`src/rtl/alu_pkg.sv`:
```
// Shared ALU definitions: shift op encodings, shift-unit function codes,
// shift sequencer state encoding and datapath widths.
package alu_pkg;

    localparam int DATA_W = 16;
    localparam int AMT_W  = 4;

    localparam logic [1:0] OP_LSL = 2'b00;
    localparam logic [1:0] OP_LSR = 2'b01;
    localparam logic [1:0] OP_ASR = 2'b10;
    localparam logic [1:0] OP_ROL = 2'b11;

    localparam logic [1:0] SU_A_SHR = 2'd0;
    localparam logic [1:0] SU_A_SHL = 2'd1;

    typedef enum logic [1:0] {
        IDLE  = 2'd0,
        ISSUE = 2'd1,
        WAIT  = 2'd2,
        DONE  = 2'd3
    } seq_state_e;

endpackage

```
`src/rtl/alu_shift_sequencer.sv`:
```
// Multi-bit shifter built by iterating the single-bit registered shift unit,
// one ISSUE/WAIT pair per bit position, with valid/ready on both sides.
module alu_shift_sequencer
    import alu_pkg::*;
#(
    parameter int DATA_WIDTH      = DATA_W,
    parameter int AMT_WIDTH       = AMT_W,
    parameter int SHIFT_OUT_WIDTH = DATA_W + 1
) (
    input  logic                       CLK,
    input  logic                       RST,
    input  logic                       REQ_VALID,
    output logic                       REQ_READY,
    input  logic [DATA_WIDTH-1:0]      REQ_DATA,
    input  logic [AMT_WIDTH-1:0]       REQ_AMT,
    input  logic [1:0]                 REQ_OP,
    output logic [DATA_WIDTH-1:0]      SU_A,
    output logic [DATA_WIDTH-1:0]      SU_B,
    output logic                       SU_EN,
    output logic [1:0]                 SU_FUN,
    input  logic [SHIFT_OUT_WIDTH-1:0] SU_OUT,
    output logic                       RES_VALID,
    input  logic                       RES_READY,
    output logic [DATA_WIDTH-1:0]      RES_DATA,
    output logic                       RES_CARRY
);

    seq_state_e            state;
    logic [DATA_WIDTH-1:0] work;
    logic [AMT_WIDTH-1:0]  cnt;
    logic [1:0]            op;
    logic                  carry;
    logic                  req_ready_r;
    logic                  su_en_r;
    logic [1:0]            su_fun_r;
    logic                  res_valid_r;

    assign REQ_READY = req_ready_r;
    assign SU_A      = work;
    assign SU_B      = '0;
    assign SU_EN     = su_en_r;
    assign SU_FUN    = su_fun_r;
    assign RES_VALID = res_valid_r;
    assign RES_DATA  = work;
    assign RES_CARRY = carry;

    always_ff @(posedge CLK or posedge RST) begin
        if (RST) begin
            state       <= IDLE;
            work        <= '0;
            cnt         <= '0;
            op          <= OP_LSL;
            carry       <= 1'b0;
            req_ready_r <= 1'b1;
            su_en_r     <= 1'b0;
            su_fun_r    <= SU_A_SHR;
            res_valid_r <= 1'b0;
        end else begin
            case (state)
                IDLE: begin
                    if (REQ_VALID) begin
                        work        <= REQ_DATA;
                        cnt         <= REQ_AMT;
                        op          <= REQ_OP;
                        carry       <= 1'b0;
                        req_ready_r <= 1'b0;
                        su_fun_r    <= (REQ_OP == OP_LSR || REQ_OP == OP_ASR) ? SU_A_SHR : SU_A_SHL;
                        if (REQ_AMT == '0) begin
                            state       <= DONE;
                            res_valid_r <= 1'b1;
                        end else begin
                            state   <= ISSUE;
                            su_en_r <= 1'b1;
                        end
                    end
                end
                ISSUE: begin
                    su_en_r <= 1'b0;
                    state   <= WAIT;
                end
                WAIT: begin
                    // The unit always sign-extends on right shifts and drops the
                    // wrapped bit on left shifts, so LSR and ROL are fixed up here.
                    case (op)
                        OP_LSL: begin
                            work  <= SU_OUT[DATA_WIDTH-1:0];
                            carry <= SU_OUT[DATA_WIDTH];
                        end
                        OP_LSR: begin
                            work  <= {1'b0, SU_OUT[DATA_WIDTH-2:0]};
                            carry <= work[0];
                        end
                        OP_ASR: begin
                            work  <= SU_OUT[DATA_WIDTH-1:0];
                            carry <= work[0];
                        end
                        default: begin
                            work  <= {SU_OUT[DATA_WIDTH-1:1], SU_OUT[DATA_WIDTH]};
                            carry <= SU_OUT[DATA_WIDTH];
                        end
                    endcase
                    cnt <= cnt - AMT_WIDTH'(1);
                    if (cnt == AMT_WIDTH'(1)) begin
                        state       <= DONE;
                        res_valid_r <= 1'b1;
                    end else begin
                        state   <= ISSUE;
                        su_en_r <= 1'b1;
                    end
                end
                DONE: begin
                    if (RES_READY) begin
                        state       <= IDLE;
                        res_valid_r <= 1'b0;
                        req_ready_r <= 1'b1;
                    end
                end
                default: begin
                    state <= IDLE;
                end
            endcase
        end
    end

endmodule

```
`config.mk`:
```
export PLATFORM = sky130hd
export DESIGN_NAME = alu_shift_sequencer
export DESIGN_NICKNAME = d
export VERILOG_FILES = /design/src/rtl/alu_pkg.sv /design/src/rtl/alu_shift_sequencer.sv
export SDC_FILE = /design/constraint.sdc
export NUM_CORES = 1
export LEC_CHECK = 0
export BUFFER_PORTS_ARGS = -buffer_cell sky130_fd_sc_hd__clkbuf_2
export CAP_MARGIN = 20
export CORE_UTILIZATION = 46
export CTS_BUF_LIST = sky130_fd_sc_hd__clkbuf_8
export CTS_CLUSTER_DIAMETER = 30
export DETAILED_ROUTE_END_ITERATION = 16
export HOLD_SLACK_MARGIN = 0.12
export PLACE_DENSITY = 0.83
export SLEW_MARGIN = 25
export SYNTH_ARGS = -nofsm -noshare
export SYNTH_HDL_FRONTEND = slang
export SYNTH_SLANG_ARGS = --single-unit
export TNS_END_PERCENT = 30
```
`constraint.sdc`:
```
create_clock -name CLK -period 1.52 [get_ports CLK]
set_input_delay 0.228 -clock CLK [delete_from_list [all_inputs] [get_ports CLK]]
set_output_delay 0.228 -clock CLK [all_outputs]
set_load 0.01 [all_outputs]
```
==> results of run 1 <==
## repair_timing
action                                 CTS  global route
hold buffers                             1             0
endpoints found under the hold margin   28             0
setup endpoints to repair                0             0
## cells in the final DEF, fill, tap and decap left out, types with 2 or more instances in the layout
| cell | netlist | routed |
|---|---|---|
| ha_1 | 6 | 6 |
| dfrtp_1 | 28 | 28 |
| a21oi_1 | 18 | 18 |
| nand2_1 | 9 | 9 |
| nand3_1 | 3 | 3 |
| buf_4 | 33 | 8 |
| o22a_1 | 2 | 2 |
| o31ai_1 | 2 | 2 |
| inv_1 | 5 | 7 |
| o22ai_1 | 28 | 28 |
| clkbuf_8 | 0 | 6 |
| xor2_1 | 2 | 2 |
| nor2b_1 | 2 | 2 |
| nand2b_1 | 3 | 3 |
| o211ai_1 | 3 | 3 |
| a2bb2oi_1 | 2 | 2 |
| conb_1 | 1 | 17 |
| o21ai_0 | 7 | 7 |
| clkbuf_2 | 0 | 79 |
| inv_2 | 2 | 2 |
| nor2_1 | 4 | 4 |
## report_power, final
| part | internal [mW] | leakage [nW] | total [mW] | switching (mW) |
|---|---|---|---|---|
| logic | 1.04 | 0.666 | 2.38 | 1.33 |
| clock network | 0.355 | 0.0538 | 0.637 | 0.282 |
| registers | 1.18 | 0.335 | 1.55 | 0.368 |
| total | 2.58 | 1.05 | 4.56 | 1.98 |
## final cells by class
class,instances,area (sq um)
clock buffers,6,82.6
well taps,46,57.6
multi-input cells,122,742
flip-flops and latches,29,727
clock inverters,2,7.51
inverters,7,26.3
fillers,314,1360
repair buffers,88,465
## kinds of logic (layout without fill, tap and decap cells)
kind of cell,after synthesis,count (layout),share of synthesized area (%)
other,1,17,0.216
xor gates and xnor gates,2,2,1.01
DFF,29,29,41.9
muxes,1,1,0.577
and+or+nand+nor,28,28,8.94
adders and majority gates,6,6,4.33
buffers and inverters,51,103,18.8
AOI/OAI and AO/OA,68,68,24.2
## per-layer routing
layer	track usage [%]	wire length, um
met5	0	0
met3	4.35	199
met4	12.5	120
met1	25.2	1680
met2	38.7	2210
## flip-flops by register name, indices dropped and copies added, names as in the netlist
register   count
cnt            4
RES_CARRY      1
op             2
REQ_READY      1
RES_VALID      1
state          2
RES_DATA      16
SU_FUN         1
SU_EN          1
## path summary, 6_finish.rpt
check | cells past startpoint | from | end
max | 3 | state[0] | cnt[3]
max in group asynchronous | 4 | RST | REQ_READY
max reg2reg | 3 | state[0] | cnt[3]
min reg2reg | 2 | cnt[1] | cnt[1]
min | 2 | RES_READY | state[0]
min in group asynchronous | 4 | RST | RES_DATA[6]
## per-stage QoR
stage                     utilization (%)  setup slack (ps)  hold slack (ps)
after floorplan                         -               281              305
after global placement               57.9               211              295
after detailed placement             57.9               157              295
after CTS                            60.8               147              170
after global routing                 60.8              34.4              168
final                                60.8               149              174
==> results.py, run 1 <==
metrics = {
    "outcome": {
        "status": "finished, final reports clean",
    },
    "logic_synthesis": {
        "synthTopCellsByArea": "dfrtp_1, buf_4, o22ai_1",
        "netlist_area_sq_um": 1740,
        "ys.flop_type": "dfrtp_1",
        "yosysTopAreaCell": "dfrtp_1",
        "avgSynthCellArea_sq_um": 9.33,
        "synth_top_area_share_pct": 40.4,
        "synthArstFlopShare_pct": 100,
        "syn_inst": 186,
        "ys_seq_elements": 29,
        "ys.warnings.count": 0,
        "ys_seq_area_share_pct": 41.9,
        "synthDistinctLibCells": 36,
        "yosysMostFrequentCell": "buf_4",
        "synth_commonest_cells": "buf_4, dfrtp_1, o22ai_1",
        "synth_edf_count": 0,
    },
    "place": {
        "dpl-instance-area_sq_um": 2010,
        "gp_congestion": 0.757,
        "dpl.hpwl_mm": 3.09,
        "io_buffers": 79,
        "dp.cells": 291,
    },
    "worst_setup_path": {
        "critical_path.top_delay_family": "simple AND/OR/NAND/NOR gates",
        "cp_num_buf_inv": 0,
        "slowest_delay_ps": 500,
        "arrival_ps": 1520,
        "path_class": "reg2reg",
        "critPathMaxFanout": 7,
        "path_cells": "or3b_1, o211ai_1, o311ai_1",
        "cp.required_ps": 1670,
        "critPathSlowestCell": "or3b_1",
        "worst_setup_path_end_kind": "flip-flop",
        "cp-start-kind": "flip-flop",
        "ff2ff_setup_slack_ps": 150,
    },
    "floorplan": {
        "die-area_sq_um": 4020,
        "start_util_pct": 50.0,
        "core_sq_um": 3470,
        "top_level_ports": 97,
        "rows": 21,
        "die_h_um": 63.4,
        "fp.dieW_um": 63.4,
    },
    "routing": {
        "drtIter0Drc": 59,
        "wirelength_mm": 4.21,
        "drc": 0,
        "first_pass_iters": 4,
        "num_vias": 1599,
        "ant_nets": 0,
        "vias_per_cell": 5.33,
        "wl_per_cell_um": 14.0,
    },
    "clocking": {
        "h-tree-depth": 2,
        "cts_made_buffers": 5,
        "cts_sinks": 29,
        "clk_pin_slew_ps": 60,
        "insertion_delay_ps": 280,
        "cts-root-buf": "clkbuf_8",
        "cts_buffer_depth": 2,
        "cts_tree": "done",
        "post_cts_buffers": 0,
        "cts_resized": 0,
    },
    "grt": {
        "grt_pass1_vias": 1596,
        "antenna_found_initial": 0,
        "grt_max_degree": 30,
        "grt-ovfl-total": 0,
        "grt_pass1_wl_mm": 6.96,
        "track_usage_pct": 22.3,
    },
    "sta": {
        "finalHoldViolCount": 0,
        "drv_slew": 0,
        "skew_ps": 6.50,
        "rsz0062_at_grt": "no",
        "min_period_ps": 1370,
        "finalCritPeriodShare_pct": 90.2,
        "tns_ps": 0,
        "final-setup-viol-count": 0,
        "fmax_mhz": 729,
    },
    "layout": {
        "n_antenna_cell": 0,
        "stdcell_area_sq_um": 2110,
        "drive_gt1_share_pct": 38.2,
        "syn_to_final_growth_pct": 21.5,
        "final_cell_count_no_fill": 300,
        "final_net_count": 302,
    },
    "job": {
        "drv_cap": 0,
    },
    "pwr": {
        "power_mw": 4.56,
        "p_leak_nw": 1.05,
        "peakVddDrop_uv": 906,
        "power_density_nw_per_um2": 2160,
    },
    "hold_path": {
        "worst_hold_path_type": "in2reg",
    },
}
(Power assumes the default switching activity.)
==> inputs of run 2 (changes only) <==
Settings changed: ABC_AREA set to 1, CORE_UTILIZATION 46 to 43, PLACE_DENSITY 0.83 to 0.79.
Clock period 1.52 ns to 1.25 ns, I/O delays scaled along.
==> results.py, run 2 <==
metrics = {
    "outcome": {
        "status": "finished, final reports clean",
    },
    "sta": {
        "fmax_mhz": 805,
        "rsz0062_at_grt": "yes",
        "min_period_ps": 1240,
        "final-setup-viol-count": 0,
        "finalCritPeriodShare_pct": 99.4,
        "drv_slew": 0,
        "finalHoldViolCount": 0,
        "skew_ps": 4.41,
    },
    "routing": {
        "vias_per_cell": 4.78,
        "wirelength_mm": 4.54,
        "num_vias": 1726,
        "wl_per_cell_um": 12.6,
        "ant_nets": 0,
        "drtIter0Drc": 82,
        "first_pass_iters": 5,
        "drc": 0,
    },
    "hold_path": {
        "worst_hold_path_type": "in2reg",
        "min_path_cells": 3,
        "min_from": "REQ_OP[1]",
    },
    "grt": {
        "grt_pass1_vias": 1583,
        "grt-ovfl-total": 0,
        "grt_util_met2_pct": 31.4,
        "grt_pass1_wl_mm": 7.07,
        "use_met3_pct": 5.09,
        "grt.busiest_layer": "met2",
        "grt_max_degree": 30,
        "track_usage_pct": 18.5,
        "antenna_found_initial": 0,
        "met1_usage_pct": 22.4,
    },
    "floorplan": {
        "core_sq_um": 4350,
        "die_h_um": 69.5,
        "top_level_ports": 97,
        "rows": 24,
        "fp.dieW_um": 69.5,
        "die-area_sq_um": 4830,
        "start_util_pct": 45.0,
    },
    "worst_setup_path": {
        "cp_num_buf_inv": 3,
        "cp-startpoint": "state[0]",
        "worstRegToRegCells": 7,
        "path_class": "reg2reg",
        "critPathSlowestCell": "dfrtp_2",
        "cp_num_cells": 7,
        "path_cells": "inv_6, buf_4, nand2_1, nor2_4, inv_2, nand3_1, nand2_1",
        "critical_path.top_delay_family": "flip-flops",
        "cp_common_cell": "nand2_1",
        "rr_startpoint": "state[0]",
        "cp.required_ps": 1410,
        "worst_setup_path_end_kind": "flip-flop",
        "cp-start-kind": "flip-flop",
        "slowest_delay_ps": 460,
        "critPathMaxFanout": 4,
        "arrival_ps": 1410,
    },
    "pwr": {
        "p_leak_nw": 1.35,
        "power_density_nw_per_um2": 2570,
        "power_mw": 6.29,
        "peakVddDrop_uv": 954,
    },
    "layout": {
        "final_cell_count_no_fill": 361,
        "syn_to_final_growth_pct": 24.8,
        "n_antenna_cell": 0,
        "drive_gt1_share_pct": 45.3,
        "final_net_count": 357,
        "largest_reg_flops": 16,
        "final_cell_mix": "clkbuf_2, nand2_1, dfrtp_1",
        "final_common_cell": "clkbuf_2",
    },
    "logic_synthesis": {
        "avgSynthCellArea_sq_um": 8.45,
        "netlist_area_sq_um": 1960,
        "synthDistinctLibCells": 31,
        "synthArstFlopShare_pct": 100,
        "synth_top_area_share_pct": 35.7,
        "ys.warnings.count": 0,
        "yosysTopAreaCell": "dfrtp_1",
        "syn_inst": 232,
        "ys.flop_type": "dfrtp_1",
        "ys_seq_area_share_pct": 37.1,
        "synth_commonest_cells": "nand2_1, buf_4, dfrtp_1",
        "synthTopCellsByArea": "dfrtp_1, nand2_1, buf_4",
        "yosysMostFrequentCell": "nand2_1",
        "synth_edf_count": 0,
        "ys_seq_elements": 29,
    },
    "place": {
        "dp.cells": 350,
        "dpl.hpwl_mm": 3.24,
        "io_buffers": 79,
        "gp_congestion": 0.794,
    },
    "clocking": {
        "cts_made_buffers": 5,
        "clk_pin_slew_ps": 60,
        "cts_sinks": 29,
        "cts-root-buf": "clkbuf_8",
        "cts_buffer_depth": 2,
        "insertion_delay_ps": 270,
        "h-tree-depth": 2,
        "cts_tree": "done",
    },
    "job": {
        "drv_cap": 0,
    },
}
## run 2: cell types whose count changed after synthesis, sizes merged, moves of 10 or more
cell	delta
nand2	+61
o22ai	-28
a21oi	-16
or2	+14
o211ai	+12
inv	+10
## run 2: kinds of logic after synthesis
group | share of synthesized area (%)
and+or+nand+nor | 24.5
buffers and inverters | 19.2
AOI/OAI and AO/OA | 13.8
DFF | 37.1
adders and majority gates | 3.83
xor gates and xnor gates | 0.894
other | 0.191
muxes | 0.511
## run 2: final cells by class
| cell class | instances | area [sq um] |
|---|---|---|
| clock buffer | 6 | 82.6 |
| clock inverter | 2 | 7.51 |
| fill | 400 | 1910 |
| inverter | 17 | 73.8 |
| multi-input combinational | 162 | 975 |
| sequential | 29 | 729 |
| tap | 52 | 65.1 |
| timing repair buffer | 93 | 514 |
## run 2: worst reg2reg max path, delay by kind of cell (launching register included)
family,cells,cell delay [ps]
AND/OR/NAND/NOR,4,370
buffers and inverters,3,320
flip-flops,1,460
## run 2: worst paths after layout
kind / slack [ps] / end
worst max-delay path: 8 / cnt[3]
worst min-delay path: 150 / op[1]
worst max register to register: 8 / cnt[3]
min in group asynchronous: 520 / RES_DATA[10]
max in group asynchronous: 410 / REQ_READY
worst min register to register: 480 / SU_EN
## run 2: through the flow
step | hold slack (ps) | cell area [sq um] | worst slack (ps) | TNS, ps | utilization, %
floorplan | 265 | 2020 | 40.4 | 0 | -
global placement | 262 | 2260 | -23.6 | -174 | 51.9
detailed placement | 264 | 2260 | -87.6 | -937 | 51.9
CTS | 152 | 2380 | 1.99 | 0 | 54.6
global route | 158 | 2450 | -48.1 | -344 | 56.2
finish | 151 | 2450 | 7.77 | 0 | 56.2
## run 2: metal layers
metal | vias to the layer above | part of all wire (%) | wire length, um
li1 | 843 | - | -
met4 | 0 | 0.95 | 43
met1 | 817 | 42 | 1920
met2 | 59 | 51 | 2330
met3 | 7 | 5.3 | 242
met5 | - | 0 | 0
## run 2: what timing repair did
item                       CTS  global route
hold endpoints to repair    28             0
buffers inserted             0             1
cloned                       0             1
gates resized for setup      6            18
pin swaps                    1             3
setup endpoints to repair   20            27
hold buffers                 1             0
## run 2: power by group
group          leakage (nW)  total (mW)  switching (mW)  internal [mW]
clock                0.0538       0.770           0.339          0.432
sequential            0.348        1.85           0.410           1.44
combinational         0.943        3.67            2.14           1.53
total                  1.35        6.29            2.88           3.40
==> inputs of run 3 (changes only) <==
--- a/config.mk
+++ b/config.mk
@@ -9,4 +9,5 @@
 export BUFFER_PORTS_ARGS = -buffer_cell sky130_fd_sc_hd__clkbuf_2
 export CAP_MARGIN = 20
+export CORE_MARGIN = 4
 export CORE_UTILIZATION = 43
 export CTS_BUF_LIST = sky130_fd_sc_hd__clkbuf_8
==> constraint.sdc (replaced) <==
create_clock -name CLK -period 1.25 [get_ports CLK]
set_input_delay 0.25 -clock CLK [delete_from_list [all_inputs] [get_ports CLK]]
set_output_delay 0.25 -clock CLK [all_outputs]
set_load 0.01 [all_outputs]
==> results.py, run 3 (synthesis gave the netlist of run 2 again) <==
metrics = {
    "layout": {
        "fin_util_pct": 55.4,
        "n_antenna_cell": 0,
        "final_net_count": 357,
        "final_common_cell": "clkbuf_2",
        "multi_input_area_sq_um": 960,
        "final_cell_mix": "clkbuf_2, nand2_1, dfrtp_1",
        "largest_reg_flops": 16,
        "syn_to_final_growth_pct": 23.8,
        "drive_gt1_share_pct": 44.7,
        "fillers": 416,
        "seq_area_sq_um": 729,
        "final_cell_count_no_fill": 361,
    },
    "clocking": {
        "post_cts_buffers": 0,
        "h-tree-depth": 2,
        "cts_made_buffers": 5,
        "cts_tree": "done",
        "cts-root-buf": "clkbuf_8",
        "clk_pin_slew_ps": 60,
        "cts_buffer_depth": 2,
        "insertion_delay_ps": 280,
        "cts_sinks": 29,
    },
    "routing": {
        "met1_length_mm": 1.82,
        "num_vias": 1673,
        "drtIter0Drc": 54,
        "top_layer": "met4",
        "drc": 0,
        "first_pass_iters": 4,
        "wirelength_mm": 4.66,
        "wl_met3_um": 410,
        "vias_per_cell": 4.63,
        "dr_wl_met2_mm": 2.38,
        "wl_per_cell_um": 12.9,
        "ant_nets": 0,
    },
    "sta": {
        "fmax_mhz": 808,
        "finalHoldViolCount": 0,
        "drv_slew": 0,
        "skew_ps": 5.88,
        "rsz0062_at_grt": "yes",
        "finalCritPeriodShare_pct": 99.0,
        "tns_ps": 0,
        "min_period_ps": 1240,
        "final-setup-viol-count": 0,
    },
    "floorplan": {
        "die-area_sq_um": 5700,
        "start_util_pct": 44.7,
        "top_level_ports": 97,
        "fp.dieW_um": 75.5,
        "core_sq_um": 4380,
        "rows": 24,
        "die_h_um": 75.5,
    },
    "grt": {
        "grt_pass1_vias": 1609,
        "grt-ovfl-total": 0,
        "grt_pass1_wl_mm": 6.92,
        "grt_max_degree": 30,
        "antenna_found_initial": 0,
        "track_usage_pct": 16.0,
    },
    "place": {
        "io_buffers": 79,
        "dpl.hpwl_mm": 3.59,
        "dp.cells": 352,
        "gp_congestion": 0.772,
    },
    "hold_path": {
        "worst_hold_path_type": "in2reg",
    },
    "pwr": {
        "p_leak_nw": 1.34,
        "peakVddDrop_uv": 970,
        "power_density_nw_per_um2": 2530,
    },
    "worst_setup_path": {
        "worst_setup_path_end_kind": "flip-flop",
        "critPathMaxFanout": 21,
        "cp-start-kind": "flip-flop",
        "path_class": "reg2reg",
        "ff2ff_setup_slack_ps": 10,
        "arrival_ps": 1400,
        "cp.required_ps": 1410,
    },
    "job": {
        "drv_cap": 0,
    },
    "outcome": {
        "status": "finished, final reports clean",
    },
}
## run 3: cell count changes in the layout (fill, tap and decap cells not counted)
cell and change:
a21boi_1 -1, ha_2 -1, inv_6 -1, ha_1 +1, inv_1 +1, a21boi_2 +1
nand2_4 -1, clkbuf_8 -1, nor3_1 +1, buf_8 +1, buf_4 +2, nor3_2 -1
inv_4 +1, buf_6 -2
## run 3: timing repair
item,4_1_cts,5_1_grt
endpoints found under the hold margin,28,0
pin swaps,0,1
setup endpoints to repair,21,27
gates resized for setup,9,12
hold buffers,1,0
## run 3: worst paths after layout
path,startpoint,to,cells past startpoint
min in group asynchronous,RST,RES_DATA[14],4
hold reg to reg,SU_EN,SU_EN,2
setup reg to reg,state[0],RES_DATA[12],5
hold / removal,REQ_DATA[13],RES_DATA[13],3
max in group asynchronous,RST,REQ_READY,4
setup / recovery,state[0],RES_DATA[12],5
## run 3: through the flow
step | hold WS (ps) | total power [mW] | worst slack, ps | cell area [sq um]
6_report | 214 | 6.15 | 12.4 | 2430
2_1_floorplan | 327 | 4.42 | 40.4 | 2020
5_1_grt | 220 | 6.73 | -49.0 | 2430
3_3_place_gp | 325 | 5.11 | -17.4 | 2270
4_1_cts | 207 | 6.09 | 9.00 | 2390
3_5_place_dp | 330 | 5.23 | -71.7 | 2270
## run 3: power breakdown
part           switching [mW]  internal, mW
sequential              0.387          1.44
combinational            2.07          1.53
clock                   0.351         0.370
## run 3: critical path, cell delays in order, from the launching register on
cell and delay (ps):
dfrtp_2 450, inv_4 120, nand2_8 110, or2_2 300, o211ai_2 70, nand2_1 60
## run 3: final cells by class
type                            instances  share of cell area (%)
Timing Repair Buffer                   94                    21.5
Clock inverter                          3                   0.464
Inverter                               17                    2.94
Clock buffer                            5                    2.84
Multi-Input combinational cell        161                    39.5
Sequential cell                        29                    30.1
Tap cell                               52                    2.68
## run 3: metal layers
layer | global-route usage, % | vias to the layer above
li1 | - | 837
met1 | 18.0 | 774
met2 | 29.1 | 56
met3 | 5.15 | 6
met4 | 4.08 | 0
met5 | 0 | -
